<file path="src/rtl/barrel_pkg.sv">
// barrel_pkg: shared operation encoding for the barrel shifter datapath
//   op_e selects the direction and the kind of move:
//     OP_ROR rotate right, OP_ROL rotate left,
//     OP_SRL logical shift right (zero fill), OP_SLL logical shift left (zero fill)
package barrel_pkg;
    typedef enum logic [1:0] {
        OP_ROR = 2'b00,
        OP_ROL = 2'b01,
        OP_SRL = 2'b10,
        OP_SLL = 2'b11
    } op_e;
endpackage

</file>
<file path="src/rtl/barrel_shift_level.sv">
// barrel_shift_level: one mux level that moves a word by a fixed distance D
//   data    : W-bit word entering this level
//   enable  : when 1 move by D positions in the op direction, else pass through
//   op      : rotate/shift kind and direction
//   shifted : W-bit word leaving this level
module barrel_shift_level
    import barrel_pkg::*;
#(
    parameter int W = 16,
    parameter int D = 1
) (
    input  logic [W-1:0] data,
    input  logic         enable,
    input  op_e          op,
    output logic [W-1:0] shifted
);
    logic [W-1:0] ror, rol, srl, sll, moved;
    // Rotates recirculate the bits that fall off one end into the other end.
    assign ror = {data[D-1:0], data[W-1:D]};
    assign rol = {data[W-D-1:0], data[W-1:W-D]};
    assign srl = data >> D;
    assign sll = data << D;
    always_comb begin
        moved   = op == OP_ROR ? ror :
                  op == OP_ROL ? rol :
                  op == OP_SRL ? srl : sll;
        shifted = enable ? moved : data;
    end
endmodule

</file>
<file path="src/rtl/parameterized_barrel_shifter.sv">
// parameterized_barrel_shifter: registered 2**N-bit barrel rotator / logical shifter
//   clk          : rising-edge clock
//   rst_n        : synchronous active-low reset, clears out and out_valid
//   in_valid     : capture in/shift_amount/op on this edge
//   in           : data word to move
//   shift_amount : unsigned move distance 0..NUM_BITS-1
//   op           : 00 ror, 01 rol, 10 srl, 11 sll
//   out          : registered result, held while in_valid is low
//   out_valid    : out was captured on the previous edge
module parameterized_barrel_shifter
    import barrel_pkg::*;
#(
    parameter int N = 4,
    localparam int NUM_BITS = 2 ** N
) (
    input  logic                clk,
    input  logic                rst_n,
    input  logic                in_valid,
    input  logic [NUM_BITS-1:0] in,
    input  logic [N-1:0]        shift_amount,
    input  logic [1:0]          op,
    output logic [NUM_BITS-1:0] out,
    output logic                out_valid
);
    logic [NUM_BITS-1:0] stage [0:N];
    assign stage[0] = in;
    // Level k contributes a move of 2**k when shift_amount[k] is set; the
    // moves compose because rotates and zero-fill shifts are additive.
    for (genvar k = 0; k < N; k++) begin : g_level
        barrel_shift_level #(
            .W (NUM_BITS),
            .D (2 ** k)
        ) u_level (
            .data    (stage[k]),
            .enable  (shift_amount[k]),
            .op      (op_e'(op)),
            .shifted (stage[k+1])
        );
    end
    always_ff @(posedge clk) begin
        if (!rst_n) begin
            out       <= '0;
            out_valid <= 1'b0;
        end else begin
            out_valid <= in_valid;
            if (in_valid) out <= stage[N];
        end
    end
endmodule

</file>
<file path="config.mk">
export PLATFORM = sky130hd
export DESIGN_NAME = parameterized_barrel_shifter
export DESIGN_NICKNAME = d
export VERILOG_FILES = /design/src/rtl/barrel_pkg.sv /design/src/rtl/barrel_shift_level.sv /design/src/rtl/parameterized_barrel_shifter.sv
export SDC_FILE = /design/constraint.sdc
export NUM_CORES = 1
export LEC_CHECK = 0
export BUFFER_PORTS_ARGS = -buffer_cell sky130_fd_sc_hd__buf_2
export CAP_MARGIN = 20
export CORE_ASPECT_RATIO = 0.9
export CORE_MARGIN = 2
export CORE_UTILIZATION = 50
export CTS_CLUSTER_SIZE = 12
export DETAILED_ROUTE_END_ITERATION = 10
export PLACE_DENSITY = 0.72
export SLEW_MARGIN = 20
export SYNTH_ARGS = -nofsm -noshare
export SYNTH_HDL_FRONTEND = slang
export SYNTH_SLANG_ARGS = --single-unit
</file>
<file path="constraint.sdc">
create_clock -name clk -period 1.5 [get_ports clk]
set_input_delay 0.15 -clock clk [delete_from_list [all_inputs] [get_ports clk]]
set_output_delay 0.15 -clock clk [all_outputs]
set_load 0.005 [all_outputs]
</file>
==> results.py, run 1 <==
metrics = {
    "flow_run": {
        "cap_violations": 0,
    },
    "timing": {
        "final-hold-violation-count": 0,
        "period_minus_slack_ps": 1440,
        "slew_violations": 0,
        "slew_headroom_pct": 71.4,
        "rsz0062_at_grt": "false",
        "setup_slack_ps": 62.2,
        "fmax_mhz": 696,
        "worst_pin_slew_ps": 427,
        "period_share_pct": 95.9,
        "finalClockSkew_ps": 0,
        "setup_viol": 0,
    },
    "floorplan": {
        "core-area_um2": 5220,
        "die-area_um2": 5980,
        "die_w_um": 81.3,
        "die_h_um": 73.6,
        "num_rows": 25,
        "start_util_pct": 51.5,
        "io_pins": 42,
    },
    "final_layout": {
        "drive_above_1_share_pct": 38.9,
        "fillers": 471,
        "post-route-util_pct": 66.9,
        "area_delta_synth_final_pct": 30.0,
        "layout.nets": 458,
        "num_antenna_cells": 0,
    },
    "clock_tree": {
        "cts_tree": "built",
        "cts_resized": 0,
        "clockBufferDepth": 2,
        "numClockSinks": 17,
        "h-tree-depth": 1,
        "numCtsBuffers": 3,
        "clk_pin_slew_worst_paths_ps": 60,
        "ctsHoldBuffers": 0,
        "postCtsSetupRepairBufs": 0,
        "clk_latency_ps": 240,
        "clockRootBuffer": "clkbuf_8",
    },
    "logic_synthesis": {
        "synth_top_area_share_pct": 12.7,
        "synth_warnings": 0,
        "yosysUniqueCellTypes": 63,
        "ys_ff_latch": 17,
        "ys.flop_type": "dfxtp_1",
        "synth.largest_area_cell": "dfxtp_1",
        "synth_area_um2": 2690,
        "synthTopCellsByArea": "dfxtp_1 13%, mux2i_1 8.2%, mux2_2 7.1%",
        "synthArstFlopShare_pct": 0,
        "yosysMostFrequentCell": "o21ai_0",
        "yosysSeqAreaShare_pct": 12.7,
        "syn_inst": 347,
        "synth_common_cells": "36 x o21ai_0, 28 x nor2_1, 22 x mux2i_1",
        "synth_edf_count": 0,
        "synth_nets": 372,
        "avgSynthCellArea_um2": 7.75,
    },
    "route": {
        "postRouteAntennaNets": 0,
        "via_count": 3336,
        "drc": 0,
        "drt-initial-drc-count": 485,
        "via_per_inst": 6.69,
        "avgRoutedWirePerCell_um": 19.9,
        "routed_wl_mm": 9.94,
        "drtPass1Iterations": 5,
    },
    "critical_path": {
        "cp.required_ps": 1670,
        "cp.arrival_ps": 1610,
        "worstPathMaxFanout": 13,
        "crit_path_end_kind": "flop",
        "start_kind": "input port",
        "crit_type": "in2reg",
    },
    "placed_design": {
        "place_congestion": 0.997,
        "dp_hpwl_mm": 7.58,
        "dpl_worst_slack_ps": -251,
        "io_buffers": 41,
    },
    "grt": {
        "first_global_vias": 2981,
        "grt_use_total_pct": 33.2,
        "grt_pass1_wl_mm": 15.2,
        "antenna_found_initial": 0,
        "overflow": 0,
        "grt_max_degree": 31,
    },
    "pwr": {
        "p_per_area_nw_per_um2": 536,
        "cellLeakagePower_nw": 1.49,
        "vdd_drop_max_mv": 0.395,
    },
    "run_status": {
        "status": "completed",
    },
    "min_path": {
        "min_path_type": "in2reg",
    },
}
==> where the power goes <==
part           internal (mW)  leakage (nW)  switching [mW]  total [mW]
Combinational          0.483          1.32           0.551        1.03
Sequential             0.493         0.141          0.0164       0.510
Clock                  0.188        0.0228           0.142       0.330
==> state kept, by name, indices dropped and copies added, names as in the netlist <==
signal and flops:
out 16, out_valid 1
==> metrics by stage <==
| step | cell area, um2 | power (mW) | TNS, ps | hold slack (ps) | cells |
|---|---|---|---|---|---|
| after floorplan | 2690 | 1.10 | 0 | 288 | 347 |
| after global placement | 3320 | 1.46 | -2980 | 480 | 493 |
| after detailed placement | 3320 | 1.47 | -3330 | 496 | 493 |
| after CTS | 3360 | 1.80 | 0 | 235 | 497 |
| after global routing | 3490 | 1.97 | 0 | 248 | 499 |
| final | 3490 | 1.87 | 0 | 250 | 499 |
==> final timing paths <==
| kind | start | endpoint | slack, ps | cells after the start |
|---|---|---|---|---|
| worst max-delay path | op[0] | out[14] | 60 | 7 |
| worst min-delay path | in_valid | out[1] | 250 | 2 |
| worst max register to register | out[9] | out[9] | 350 | 3 |
| worst min register to register | out[11] | out[11] | 530 | 2 |
==> metal layers <==
| layer | wire [um] | share of wire [%] | vias to the layer above | global-route usage [%] |
|---|---|---|---|---|
| li1 | - | - | 1526 | - |
| met1 | 4310 | 43 | 1568 | 47.2 |
| met2 | 4390 | 44 | 222 | 52.1 |
| met3 | 958 | 9.6 | 20 | 4.18 |
| met4 | 276 | 2.8 | 0 | 10.4 |
| met5 | 0 | 0 | - | 0 |
==> cell families (layout without fill, tap and decap cells) <==
logic type,after synthesis,count (layout),synth area share (%)
compound gates,142,142,36.9
buf+inv,50,135,11.5
flops,17,17,12.7
mux,47,47,21.7
simple gates,91,91,17.2
==> cell type report <==
cell class	instances	area (um2)	share of cell area, %
sequential	17	340	9.74
timing repair buffer	121	886	25.3
clock buffer	4	45.0	1.29
inverter	10	37.5	1.07
tap	67	83.8	2.40
multi-input combinational	280	2100	60.2
==> layout by cell type (no fill, tap or decap), drive strengths merged, types with 4 or more instances in the layout <==
cell,instances
a21oi,17
nand2,17
a211oi,9
o211ai,4
o311ai,6
a31oi,16
mux2i,22
o21ai,36
buf,118
a211o,13
o31ai,4
nor2b,9
mux4,7
dfxtp,17
a311o,4
inv,9
nor2,28
nand2b,7
and2,4
nand3,8
clkbuf,7
mux2,18
a22oi,4
==> worst max-delay path, cell delays in order <==
cell and delay, ps:
clkbuf_4 180, buf_4 190, mux2i_1 120, a211o_1 360
a21oi_1 280, o21ai_0 150, a31oi_1 190
No activity file was read; power rests on OpenSTA's default activity.
==> run 2, diff against run 1 <==
- PLACE_DENSITY: 0.72 -> 0.75
==> results.py, run 2 (synthesis gave the netlist of run 1 again) <==
metrics = {
    "critical_path": {
        "cp.required_ps": 1650,
        "cp_num_buf_inv": 2,
        "worstPathMaxFanout": 17,
        "slowest_delay_ps": 350,
        "cp.arrival_ps": 1590,
        "start_kind": "input port",
        "path_cells": "clkbuf_4, buf_12, mux2_2, a22o_1, a311o_1, a31oi_1, a21oi_1",
        "cp_top_family": "compound AO/OA/AOI/OAI gates",
        "crit_slowest_cell": "mux2_2",
        "crit_path_end_kind": "flop",
        "crit_type": "in2reg",
    },
    "final_layout": {
        "post-route-util_pct": 66.5,
        "drive_above_1_share_pct": 37.7,
        "final_common_cell": "buf_4",
        "largest_reg_flops": 16,
        "layout_common_cells": "75 x buf_4, 39 x buf_2, 33 x o21ai_0",
        "area_delta_synth_final_pct": 29.1,
        "top_register": "out",
        "num_antenna_cells": 0,
        "fin_area_um2": 3470,
        "fillers": 459,
        "reg_top3": "out (16), out_valid (1)",
        "layout.nets": 458,
    },
    "floorplan": {
        "io_pins": 42,
        "die-area_um2": 5980,
        "core-area_um2": 5220,
        "num_rows": 25,
        "start_util_pct": 51.5,
        "die_w_um": 81.3,
        "die_h_um": 73.6,
    },
    "timing": {
        "slew_violations": 0,
        "worst_pin_slew_ps": 401,
        "setup_slack_ps": 59.5,
        "tns_ps": 0,
        "period_share_pct": 96.0,
        "period_minus_slack_ps": 1440,
        "fmax_mhz": 694,
        "final-hold-violation-count": 0,
        "setup_viol": 0,
        "hold-worst-slack_ps": 262,
        "finalClockSkew_ps": 0,
        "slew_headroom_pct": 73.1,
        "rsz0062_at_grt": "true",
    },
    "clock_tree": {
        "clk_pin_slew_worst_paths_ps": 70,
        "h-tree-depth": 1,
        "ctsHoldBuffers": 0,
        "clockRootBuffer": "clkbuf_8",
        "numClockSinks": 17,
        "cts_tree": "built",
        "numCtsBuffers": 3,
        "clockBufferDepth": 2,
        "clk_latency_ps": 260,
    },
    "pwr": {
        "p_per_area_nw_per_um2": 542,
        "cellLeakagePower_nw": 1.49,
        "vdd_drop_max_mv": 0.344,
    },
    "grt": {
        "grt_max_degree": 26,
        "antenna_found_initial": 0,
        "first_global_vias": 2964,
        "grt_pass1_wl_mm": 15.7,
        "grt_use_total_pct": 34.8,
        "overflow": 0,
    },
    "min_path": {
        "min_path_type": "in2reg",
    },
    "placed_design": {
        "dp_hpwl_mm": 7.81,
        "dpl_cell_area_um2": 3350,
        "io_buffers": 41,
        "dpl_worst_slack_ps": -286,
        "place_congestion": 1.05,
    },
    "run_status": {
        "status": "completed",
    },
    "route": {
        "via_per_inst": 6.62,
        "drc": 0,
        "drtPass1Iterations": 7,
        "avgRoutedWirePerCell_um": 20.3,
        "postRouteAntennaNets": 0,
        "via_count": 3301,
        "routed_wl_mm": 10.1,
        "drt-initial-drc-count": 534,
    },
    "flow_run": {
        "cap_violations": 0,
    },
}
-- run 2: routing by layer --
layer / vias up / wire [um] / GRT usage [%] / part of all wire [%]
li1: 1525 / - / - / -
met4: 0 / 371 / 9.98 / 3.7
met5: - / 0 / 0 / 0
met3: 34 / 1170 / 6.88 / 12
met2: 225 / 4420 / 51.9 / 44
met1: 1517 / 4180 / 50.4 / 41
-- run 2: report_power, final --
group	leakage (nW)	total (mW)	internal, mW	switching (mW)
combinational	1.33	1.03	0.480	0.548
sequential	0.141	0.512	0.493	0.0188
clock	0.0255	0.342	0.185	0.158
-- run 2: final timing paths --
path / startpoint / end / slack, ps / cells after the start
worst min-delay path: in_valid / out[14] / 260 / 2
worst max-delay path: shift_amount[0] / out[5] / 60 / 7
worst min register to register: out[12] / out[12] / 530 / 2
worst max register to register: out[9] / out[9] / 330 / 3
-- run 2: layout make-up --
class	count	area [um2]	share of cell area, %
multi-input combinational	280	2070	59.7
sequential	17	340	9.80
timing repair buffer	121	891	25.7
clock buffer	3	41.3	1.19
inverter	10	37.5	1.08
clock inverter	1	5.00	0.144
tap	67	83.8	2.41
-- run 2: repair_timing --
item	4_1_cts	5_1_grt
setup buffers	0	1
endpoints found under the setup margin	2	16
pin swaps	0	2
resized for setup	1	16
gates cloned	0	1
-- run 2: through the flow --
step,cells,power (mW)
global route,499,1.99
finish,499,1.88
floorplan,347,1.10
detailed placement,493,1.49
global placement,493,1.48
CTS,497,1.84
==> run 3, diff against run 2 <==
--- a/config.mk
+++ b/config.mk
@@ -13,4 +13,5 @@
 export CTS_CLUSTER_SIZE = 12
 export DETAILED_ROUTE_END_ITERATION = 10
+export MAX_ROUTING_LAYER = met4
 export PLACE_DENSITY = 0.75
 export SLEW_MARGIN = 20
==> constraint.sdc (replaced) <==
create_clock -name clk -period 1.5 [get_ports clk]
set_input_delay 0.45 -clock clk [delete_from_list [all_inputs] [get_ports clk]]
set_output_delay 0.45 -clock clk [all_outputs]
set_load 0.005 [all_outputs]
==> results.py, run 3 (synthesis gave the netlist of run 1 again) <==
metrics = {
    "run_status": {
        "status": "finished with violations",
        "failed_checks": "setup timing",
    },
    "floorplan": {
        "core-area_um2": 5220,
        "num_rows": 25,
        "die_h_um": 73.6,
        "io_pins": 42,
        "die-area_um2": 5980,
        "die_w_um": 81.3,
        "start_util_pct": 51.5,
    },
    "grt": {
        "grt_use_total_pct": 40.3,
        "use_met2_pct": 62.7,
        "overflow": 0,
        "busiest_layer": "met2",
        "grt_max_degree": 18,
        "grtUsageMet1_pct": 49.8,
        "use_met3_pct": 10.7,
        "grt_pass1_wl_mm": 17.6,
        "antenna_found_initial": 0,
        "first_global_vias": 3392,
    },
    "critical_path": {
        "cp.required_ps": 1640,
        "worstPathMaxFanout": 11,
        "cp.arrival_ps": 1870,
        "crit_path_end_kind": "flop",
        "crit_type": "in2reg",
        "start_kind": "input port",
    },
    "final_layout": {
        "final_common_cell": "buf_4",
        "num_antenna_cells": 0,
        "seqCellArea_um2": 340,
        "multiInputGateArea_um2": 2340,
        "drive_above_1_share_pct": 50.6,
        "layout.nets": 479,
        "top_register": "out",
        "fillers": 347,
        "reg_top3": "out (16), out_valid (1)",
        "largest_reg_flops": 16,
        "layout_common_cells": "74 x buf_4, 38 x buf_2, 27 x o21ai_0",
        "area_delta_synth_final_pct": 52.8,
    },
    "pwr": {
        "cellLeakagePower_nw": 1.71,
        "p_per_area_nw_per_um2": 522,
        "vdd_drop_max_mv": 0.542,
    },
    "route": {
        "via_per_inst": 7.07,
        "postRouteAntennaNets": 0,
        "routed_wl_mm": 11.8,
        "via_count": 3677,
        "drtPass1Iterations": 5,
        "drc": 0,
        "drt-initial-drc-count": 463,
        "avgRoutedWirePerCell_um": 22.8,
    },
    "timing": {
        "finalClockSkew_ps": 0,
        "slew_violations": 0,
        "worst_pin_slew_ps": 610,
        "final-hold-violation-count": 0,
        "period_share_pct": 116,
        "period_minus_slack_ps": 1730,
        "slew_headroom_pct": 59.2,
        "rsz0062_at_grt": "true",
        "setup_viol": 16,
        "fmax_mhz": 577,
        "tns_ps": -2670,
        "setup_slack_ps": -233,
    },
    "clock_tree": {
        "cts_tree": "built",
        "h-tree-depth": 1,
        "clockRootBuffer": "clkbuf_8",
        "clk_latency_ps": 260,
        "clk_pin_slew_worst_paths_ps": 70,
        "clockBufferDepth": 2,
        "numClockSinks": 17,
        "numCtsBuffers": 3,
    },
    "placed_design": {
        "dpl_worst_slack_ps": -567,
        "dp_hpwl_mm": 8.13,
        "place_congestion": 1.00,
        "io_buffers": 41,
    },
    "flow_run": {
        "cap_violations": 0,
    },
    "min_path": {
        "min_path_type": "reg2reg",
    },
}
[run 3: cell count changes in the layout (fill, tap and decap cells not counted), moves of 4 or more]
cell and change:
buf_6 +14, mux2i_1 -6, o21ai_0 -6, a211oi_1 -5
a211oi_2 +5, buf_12 +5, nor2_1 -5, a21oi_1 -4
mux2i_2 +4, nor2_2 +4
[run 3: area by class of cell]
| class | instances | area share (%) |
|---|---|---|
| clock buffer | 4 | 1.10 |
| inverter | 10 | 1.01 |
| multi-input combinational | 280 | 57.1 |
| sequential | 17 | 8.29 |
| tap | 67 | 2.04 |
| timing repair buffer | 142 | 30.5 |
[run 3: routing by layer]
metal  vias to the layer above  routed length (um)
li1                       1571                   -
met1                      1716                4450
met2                       310                5370
met3                        80                1460
met4                         0                 557
met5                         -                   0
[run 3: through the flow]
stage / util (%) / hold WS, ps / power (mW) / cells / area (um2)
after global placement: 67.6 / 510 / 1.54 / 507 / 3530
after detailed placement: 67.6 / 512 / 1.55 / 507 / 3530
final: 78.6 / 521 / 2.14 / 520 / 4110
after floorplan: - / 503 / 1.13 / 347 / 2760
after CTS: 75.4 / 524 / 2.02 / 520 / 3940
after global routing: 78.6 / 560 / 2.23 / 520 / 4110
[run 3: final timing paths]
check,startpoint,endpoint,slack [ps],cells past startpoint
hold reg to reg,out[4],out[4],520,2
hold / removal,out[4],out[4],520,2
setup / recovery,shift_amount[0],out[0],-230,8
setup reg to reg,out[9],out[9],360,3
[run 3: power by group]
group | switching, mW | internal, mW
Clock | 0.161 | 0.189
Sequential | 0.0194 | 0.493
Combinational | 0.659 | 0.623
[run 3: worst max-delay path, cell delays in order]
cell	delay, ps
buf_12	110
bufbuf_16	280
buf_6	130
o21ba_4	230
o21ai_1	110
o211ai_1	230
a31oi_1	240
o31ai_2	100
[run 3: timing repair]
item / in CTS / in global routing
resized for setup: 56 / 38
buffers inserted: 5 / 0
gates cloned: 4 / 0
pin swaps: 34 / 26
endpoints found under the hold margin: 0 / 0
setup endpoints to repair: 16 / 16
hold buffers: 0 / 0
